## config.mk

```make
export PLATFORM = sky130hd
export DESIGN_NAME = sdspi_perf_monitor
export DESIGN_NICKNAME = d
export VERILOG_FILES = /design/src/rtl/sdspi_perf_pkg.sv /design/src/rtl/sdspi_perf_monitor_sat_counter.sv /design/src/rtl/sdspi_perf_monitor.sv
export SDC_FILE = /design/constraint.sdc
export NUM_CORES = 1
export LEC_CHECK = 0
export ABC_AREA = 1
export CORE_AREA = 2 2 105 184
export CTS_CLUSTER_SIZE = 12
export DETAILED_ROUTE_END_ITERATION = 6
export DIE_AREA = 0 0 107 186
export HOLD_SLACK_MARGIN = 0.12
export PLACE_DENSITY = 0.78
export SYNTH_ARGS = -nofsm -noshare
export SYNTH_HDL_FRONTEND = slang
export SYNTH_HIERARCHICAL = 1
export SYNTH_SLANG_ARGS = --single-unit
```

## constraint.sdc

```tcl
create_clock -name clk -period 2.4 [get_ports clk]
set_input_delay 0.48 -clock clk [delete_from_list [all_inputs] [get_ports clk]]
set_output_delay 0.48 -clock clk [all_outputs]
set_load 0.03 [all_outputs]
```

## src/rtl/sdspi_perf_pkg.sv

```systemverilog
// Shared types and constants for the SD-SPI read performance monitor.
package sdspi_perf_pkg;

  typedef enum logic [1:0] {
    ST_IDLE    = 2'd0,
    ST_RUN     = 2'd1,
    ST_DONE    = 2'd2,
    ST_TIMEOUT = 2'd3
  } state_e;

  localparam logic [2:0] SEL_CYC    = 3'd0;
  localparam logic [2:0] SEL_BLK    = 3'd1;
  localparam logic [2:0] SEL_BYTE   = 3'd2;
  localparam logic [2:0] SEL_MIN    = 3'd3;
  localparam logic [2:0] SEL_MAX    = 3'd4;
  localparam logic [2:0] SEL_STATUS = 3'd5;

  localparam logic [31:0] DEBUG_PAD = 32'hDEAD_BEEF;

  function automatic logic [31:0] status_word(input state_e st, input logic busy,
                                              input logic done, input logic timeout);
    return {st, 26'b0, busy, done, timeout, 1'b0};
  endfunction

endpackage

```

## src/rtl/sdspi_perf_monitor_sat_counter.sv

```systemverilog
// Saturating up-counter: clr restarts at zero, and a coincident inc counts the
// current cycle as well, so clr+inc yields 1.
module sat_counter #(
  parameter int WIDTH = 32
) (
  input  logic             clk,
  input  logic             rst,
  input  logic             clr,
  input  logic             inc,
  output logic [WIDTH-1:0] q
);

  logic [WIDTH-1:0] cnt_q, cnt_d;

  // NOTE: cnt_d gets a default before any condition so no path leaves it unassigned (no latch).
  always_comb begin
    cnt_d = cnt_q;
    if (clr) cnt_d = '0;
    if (inc && (cnt_d != '1)) cnt_d = cnt_d + WIDTH'(1);
  end

  // NOTE: clocked state uses non-blocking assignment so every flop samples pre-edge values.
  always_ff @(posedge clk or negedge rst) begin
    if (!rst) cnt_q <= '0;
    else      cnt_q <= cnt_d;
  end

  assign q = cnt_q;

endmodule

```

## src/rtl/sdspi_perf_monitor.sv

```systemverilog
// Passive SD-SPI read performance monitor feeding the 32-bit debug display word.
// Define SDSPI_PERF_MINMAX_EN to build the min/max inter-block interval tracker.
module sdspi_perf_monitor
  import sdspi_perf_pkg::*;
#(
  parameter int          CNT_W       = 32,
  parameter int          BLK_W       = 32,
  parameter logic [31:0] TIMEOUT_CYC = 32'd500_000_000
) (
  input  logic        clk,
  input  logic        rst,
  input  logic        start,
  input  logic        finish,
  input  logic        byte_valid,
  input  logic        block_done,
  input  logic [2:0]  sel,
  output logic        busy,
  output logic        done,
  output logic        timeout,
  output logic [31:0] debug
);

  localparam int TW = ((CNT_W > 32) ? CNT_W : 32) + 1;

  state_e      state_q, state_d;
  logic        start_prev_q, finish_prev_q;
  logic        busy_q, busy_d, done_q, done_d, timeout_q, timeout_d;
  logic [31:0] debug_q, debug_d;

  logic        start_rise, finish_rise, in_run, meas_clr, tmo_hit;
  logic [TW-1:0] cyc_next_ext;

  logic [CNT_W-1:0] cyc_cnt, byte_cnt, min_int, max_int;
  logic [BLK_W-1:0] blk_cnt;

  assign start_rise  = start & ~start_prev_q;
  assign finish_rise = finish & ~finish_prev_q;
  assign in_run      = (state_q == ST_RUN);
  // A start edge while already running is ignored, so it must not clear the counters.
  assign meas_clr    = start_rise & ~in_run;

  // Extra headroom bit keeps the compare exact even when the counter is saturated.
  assign cyc_next_ext = TW'(cyc_cnt) + TW'(1);
  assign tmo_hit      = (TIMEOUT_CYC != '0) && (cyc_next_ext == TW'(TIMEOUT_CYC));

  always_comb begin
    state_d = state_q;
    case (state_q)
      ST_IDLE:             if (start_rise) state_d = ST_RUN;
      ST_RUN: begin
        if (finish_rise)  state_d = ST_DONE;
        else if (tmo_hit) state_d = ST_TIMEOUT;
      end
      ST_DONE, ST_TIMEOUT: if (start_rise) state_d = ST_RUN;
    endcase
    busy_d    = (state_d == ST_RUN);
    done_d    = (state_d == ST_DONE) || (state_d == ST_TIMEOUT);
    timeout_d = (state_d == ST_TIMEOUT);
  end

  always_ff @(posedge clk or negedge rst) begin
    if (!rst) begin
      state_q       <= ST_IDLE;
      start_prev_q  <= 1'b0;
      finish_prev_q <= 1'b0;
      busy_q        <= 1'b0;
      done_q        <= 1'b0;
      timeout_q     <= 1'b0;
      debug_q       <= '0;
    end else begin
      state_q       <= state_d;
      start_prev_q  <= start;
      finish_prev_q <= finish;
      busy_q        <= busy_d;
      done_q        <= done_d;
      timeout_q     <= timeout_d;
      debug_q       <= debug_d;
    end
  end

  sat_counter #(.WIDTH(CNT_W)) u_cyc_cnt (
    .clk(clk), .rst(rst), .clr(meas_clr), .inc(in_run), .q(cyc_cnt)
  );

  sat_counter #(.WIDTH(CNT_W)) u_byte_cnt (
    .clk(clk), .rst(rst), .clr(meas_clr), .inc(in_run & byte_valid), .q(byte_cnt)
  );

  sat_counter #(.WIDTH(BLK_W)) u_blk_cnt (
    .clk(clk), .rst(rst), .clr(meas_clr), .inc(in_run & block_done), .q(blk_cnt)
  );

`ifdef SDSPI_PERF_MINMAX_EN
  logic             blk_evt;
  logic [CNT_W-1:0] int_cnt, min_int_q, min_int_d, max_int_q, max_int_d;

  assign blk_evt = in_run & block_done;

  // On a block the interval restarts at 1: the strobe cycle belongs to the next interval.
  sat_counter #(.WIDTH(CNT_W)) u_int_cnt (
    .clk(clk), .rst(rst), .clr(meas_clr | blk_evt), .inc(in_run), .q(int_cnt)
  );

  always_comb begin
    min_int_d = min_int_q;
    max_int_d = max_int_q;
    if (meas_clr) begin
      min_int_d = '1;
      max_int_d = '0;
    end else if (blk_evt) begin
      if (int_cnt < min_int_q) min_int_d = int_cnt;
      if (int_cnt > max_int_q) max_int_d = int_cnt;
    end
  end

  always_ff @(posedge clk or negedge rst) begin
    if (!rst) begin
      min_int_q <= '1;
      max_int_q <= '0;
    end else begin
      min_int_q <= min_int_d;
      max_int_q <= max_int_d;
    end
  end

  assign min_int = min_int_q;
  assign max_int = max_int_q;
`else
  assign min_int = '0;
  assign max_int = '0;
`endif

  always_comb begin
    debug_d = DEBUG_PAD;
    case (sel)
      SEL_CYC:    debug_d = 32'(cyc_cnt);
      SEL_BLK:    debug_d = 32'(blk_cnt);
      SEL_BYTE:   debug_d = 32'(byte_cnt);
      SEL_MIN:    debug_d = 32'(min_int);
      SEL_MAX:    debug_d = 32'(max_int);
      SEL_STATUS: debug_d = status_word(state_q, busy_q, done_q, timeout_q);
      default:    debug_d = DEBUG_PAD;
    endcase
  end

  assign busy    = busy_q;
  assign done    = done_q;
  assign timeout = timeout_q;
  assign debug   = debug_q;

endmodule

```

==> results of run 1 <==
[layout by cell type (no fill, tap or decap), drive strengths merged]
master	Yosys	final
nand2	674	674
nor2	277	277
buf	38	202
nand3	183	183
inv	161	163
dfrtp	135	135
clkdlybuf4s50	0	42
nand4	23	23
clkbuf	8	20
o2111ai	16	16
xor2	14	14
o21ai	14	14
xnor2	12	12
o211ai	6	6
nand3b	6	6
a21oi	5	5
clkinv	1	5
and2	4	4
nor3	4	4
bufinv	0	3
a21boi	3	3
nor4	3	3
o21bai	3	3
a22oi	2	2
clkinvlp	0	2
a22o	1	1
a221oi	1	1
a31oi	1	1
a221o	1	1
dlygate4sd3	0	1
[logic make-up after synthesis]
| family | count (synthesis) | synth area share [%] |
|---|---|---|
| flip-flops | 135 | 33.2 |
| XOR/XNOR | 26 | 2.24 |
| AND/OR/NAND/NOR | 1174 | 51.0 |
| AO/OA/AOI/OAI | 53 | 3.71 |
| buffers and inverters | 208 | 9.81 |
[how the worst max path moves through the flow]
| stage | startpoint | endpoint | slack [ps] | cells after the start |
|---|---|---|---|---|
| after detailed placement | start | u_blk_cnt/q[28]$_DFF_PN0_ | -310 | 15 |
| after floorplan | state_q[1]$_DFF_PN0_ | u_cyc_cnt/q[22]$_DFF_PN0_ | 100 | 15 |
| after CTS | state_q[1]$_DFF_PN0_ | u_blk_cnt/q[28]$_DFF_PN0_ | 40 | 14 |
| final | u_cyc_cnt/q[11]$_DFF_PN0_ | busy$_DFF_PN0_ | 90 | 9 |
| after global placement | start | u_cyc_cnt/q[23]$_DFF_PN0_ | -270 | 14 |
| after global routing | state_q[1]$_DFF_PN0_ | u_blk_cnt/q[27]$_DFF_PN0_ | -10 | 13 |
[stage by stage]
| step | instance area (sq um) | worst slack (ps) | util, % | cells |
|---|---|---|---|---|
| floorplan | 10200 | 102 | - | 1596 |
| global placement | 12200 | -272 | 66.1 | 2032 |
| detailed placement | 12200 | -305 | 66.1 | 2032 |
| CTS | 12800 | 37.3 | 69.5 | 2064 |
| global route | 12800 | -11.6 | 69.6 | 2064 |
| finish | 12800 | 92.4 | 69.6 | 2064 |
[final cells by class]
cell class | count | area [sq um] | area share (%)
Sequential cell | 135 | 3380 | 26.3
Tap cell | 238 | 298 | 2.32
Clock buffer | 20 | 467 | 3.64
Inverter | 162 | 628 | 4.90
Timing Repair Buffer | 245 | 2080 | 16.2
Multi-Input combinational cell | 1253 | 5830 | 45.5
Clock inverter | 11 | 146 | 1.14
[timing repair]
item                       CTS  global route
hold endpoints to repair    29             0
gates resized for setup      0             9
hold buffers                 1             0
setup endpoints to repair    0            59
[flip-flops by register name (all words and copies together), names as in the netlist]
name and flops:
debug 32, u_blk_cnt/q 32, u_byte_cnt/q 32, u_cyc_cnt/q 32, state_q 2, busy 1
done 1, finish_prev_q 1, start_prev_q 1, timeout 1
[report_power, final]
group | internal [mW] | switching [mW] | leakage (nW)
Sequential | 2.44 | 0.202 | 1.83
Clock | 1.71 | 1.07 | 0.299
Combinational | 0.669 | 1.19 | 3.90
[worst max-delay path, cell delays in order (launching register included)]
cell and delay (ps):
dfrtp_1 450, nand2_1 140, nor2_1 360, nand2_1 130, nor2_1 250, a31oi_1 140
nor2_1 270, nand3_2 170, o21bai_2 210, nor2_1 60
[routing by layer]
layer / track usage (%) / up-vias / part of all wire (%) / wire [um]
met5: 0 / - / 0 / 0
met4: 34.8 / 0 / 10 / 3870
met3: 7.11 / 225 / 6.1 / 2270
met2: 69.4 / 521 / 50 / 18800
met1: 37.2 / 5271 / 33 / 12300
li1: - / 5423 / - / -
==> run summary, run 1 <==
outcome: complete, no violations
remaining global-route overflow: 0
Antenna Violating Nets Remaining: 0
synthesized area: 10,200 sq um
max_slew headroom: 70.9%
hold_ws: 492 ps
Yosys top cell area share: 33.2%
Pre-Repair DR Iteration Count: 6
Filler cells: 1,598
Seq/Total Area, Yosys: 33.2%
final max-slew violation count: 0
register bit count reported by yosys: 135
Post-synth EDFFs: 0
worst-margin pin slew: 437 ps
Setup TNS Final: 0 ps
critical path class: flop to flop
Cells after Synth: 1,596
Initial Utilization: 55.2%
Synth-to-Final Area Change: 26.0%
via/cell ratio: 5.54
Area contributors post-synth: dfrtp_1 (33%), nand2_1 (24%), nor2_1 (8.5%)
postcts setup bufs: 0
share of layout cells above drive strength 1: 18.9%
num ports: 44
initial DRC count: 939
prevailing post-synth register cell: dfrtp_1
fin crit share: 96.1%
R2R cell count: 9
startpoint types: flop
Tot GR Track Use: 38.8%
CP max FO: 3
clock root buffer: clkbuf_16
CP endpoint kind: flop
max cap viols: 0
syn avg cell area: 6.37 sq um
Final setup violation count: 0
crit path DAT: 2630 ps
initial antenna violation count: 0
Worst VDD drop: 0.554 mV
R2R Path Start: u_cyc_cnt/q[11]$_DFF_PN0_
CTS buffer count: 17
routability cong.: 1.03
standard-cell rows: 66
Max Freq: 433 MHz
Hold WC Path Type: primary input to async pin
flop2flop setup slack: 90 ps
Power Total: 7.29 mW
Die Width: 107 um
die height: 186 um
vias in the first global route: 11,300
first-pass GRT wire length: 58.0 mm
Req. time, crit path: 2720 ps
Net count, final: 1,823
CTS clk-pin slew, worst paths: 60 ps
Hold Vio Cnt, Final: 0
Sink Count: 135
core area: 18,400 sq um
Synthesized Nets: 1,605
yosys warns: 6
Routed WL: 37.3 mm
Max H-tree Level: 4
skew final: 8.12 ps
asr flop ratio synth: 100%
TritonCTS clock tree: done
Pleak: 6.03 nW
Max Root-Sink Buffers: 2
largest area contributor in the netlist: dfrtp_1
power per cell area: 568 nW/um^2
synth unique cells: 40
DP Wirelength: 29.1 mm
antenna cell count: 0
insertion delay to the later sink of the worst-skew pair: 440 ps
WL/cell: 18.0 um
most frequent cell after synthesis: nand2_1
reg-to-reg critical path endpoint: busy$_DFF_PN0_
total number of vias: 11,400
# DRC: 0
final worst path period need: 2310 ps
largest net degree at the start of global routing: 55
port bufs: 43
full die area: 19,900 sq um
commonest cells in the netlist: nand2_1 (651), nor2_1 (231), inv_1 (155), nand3_1 (155), dfrtp_1 (135)
(Power assumes the default switching activity.)
==> run 2: changes to the inputs <==
--- a/config.mk
+++ b/config.mk
@@ -6,6 +6,7 @@
 export NUM_CORES = 1
 export LEC_CHECK = 0
 export ABC_AREA = 1
+export CAP_MARGIN = 25
 export CORE_AREA = 2 2 105 184
 export CTS_CLUSTER_SIZE = 12
 export DETAILED_ROUTE_END_ITERATION = 6
==> results of run 2 <==
Same layout as run 1: the final DEF is identical, and so are final timing and power.
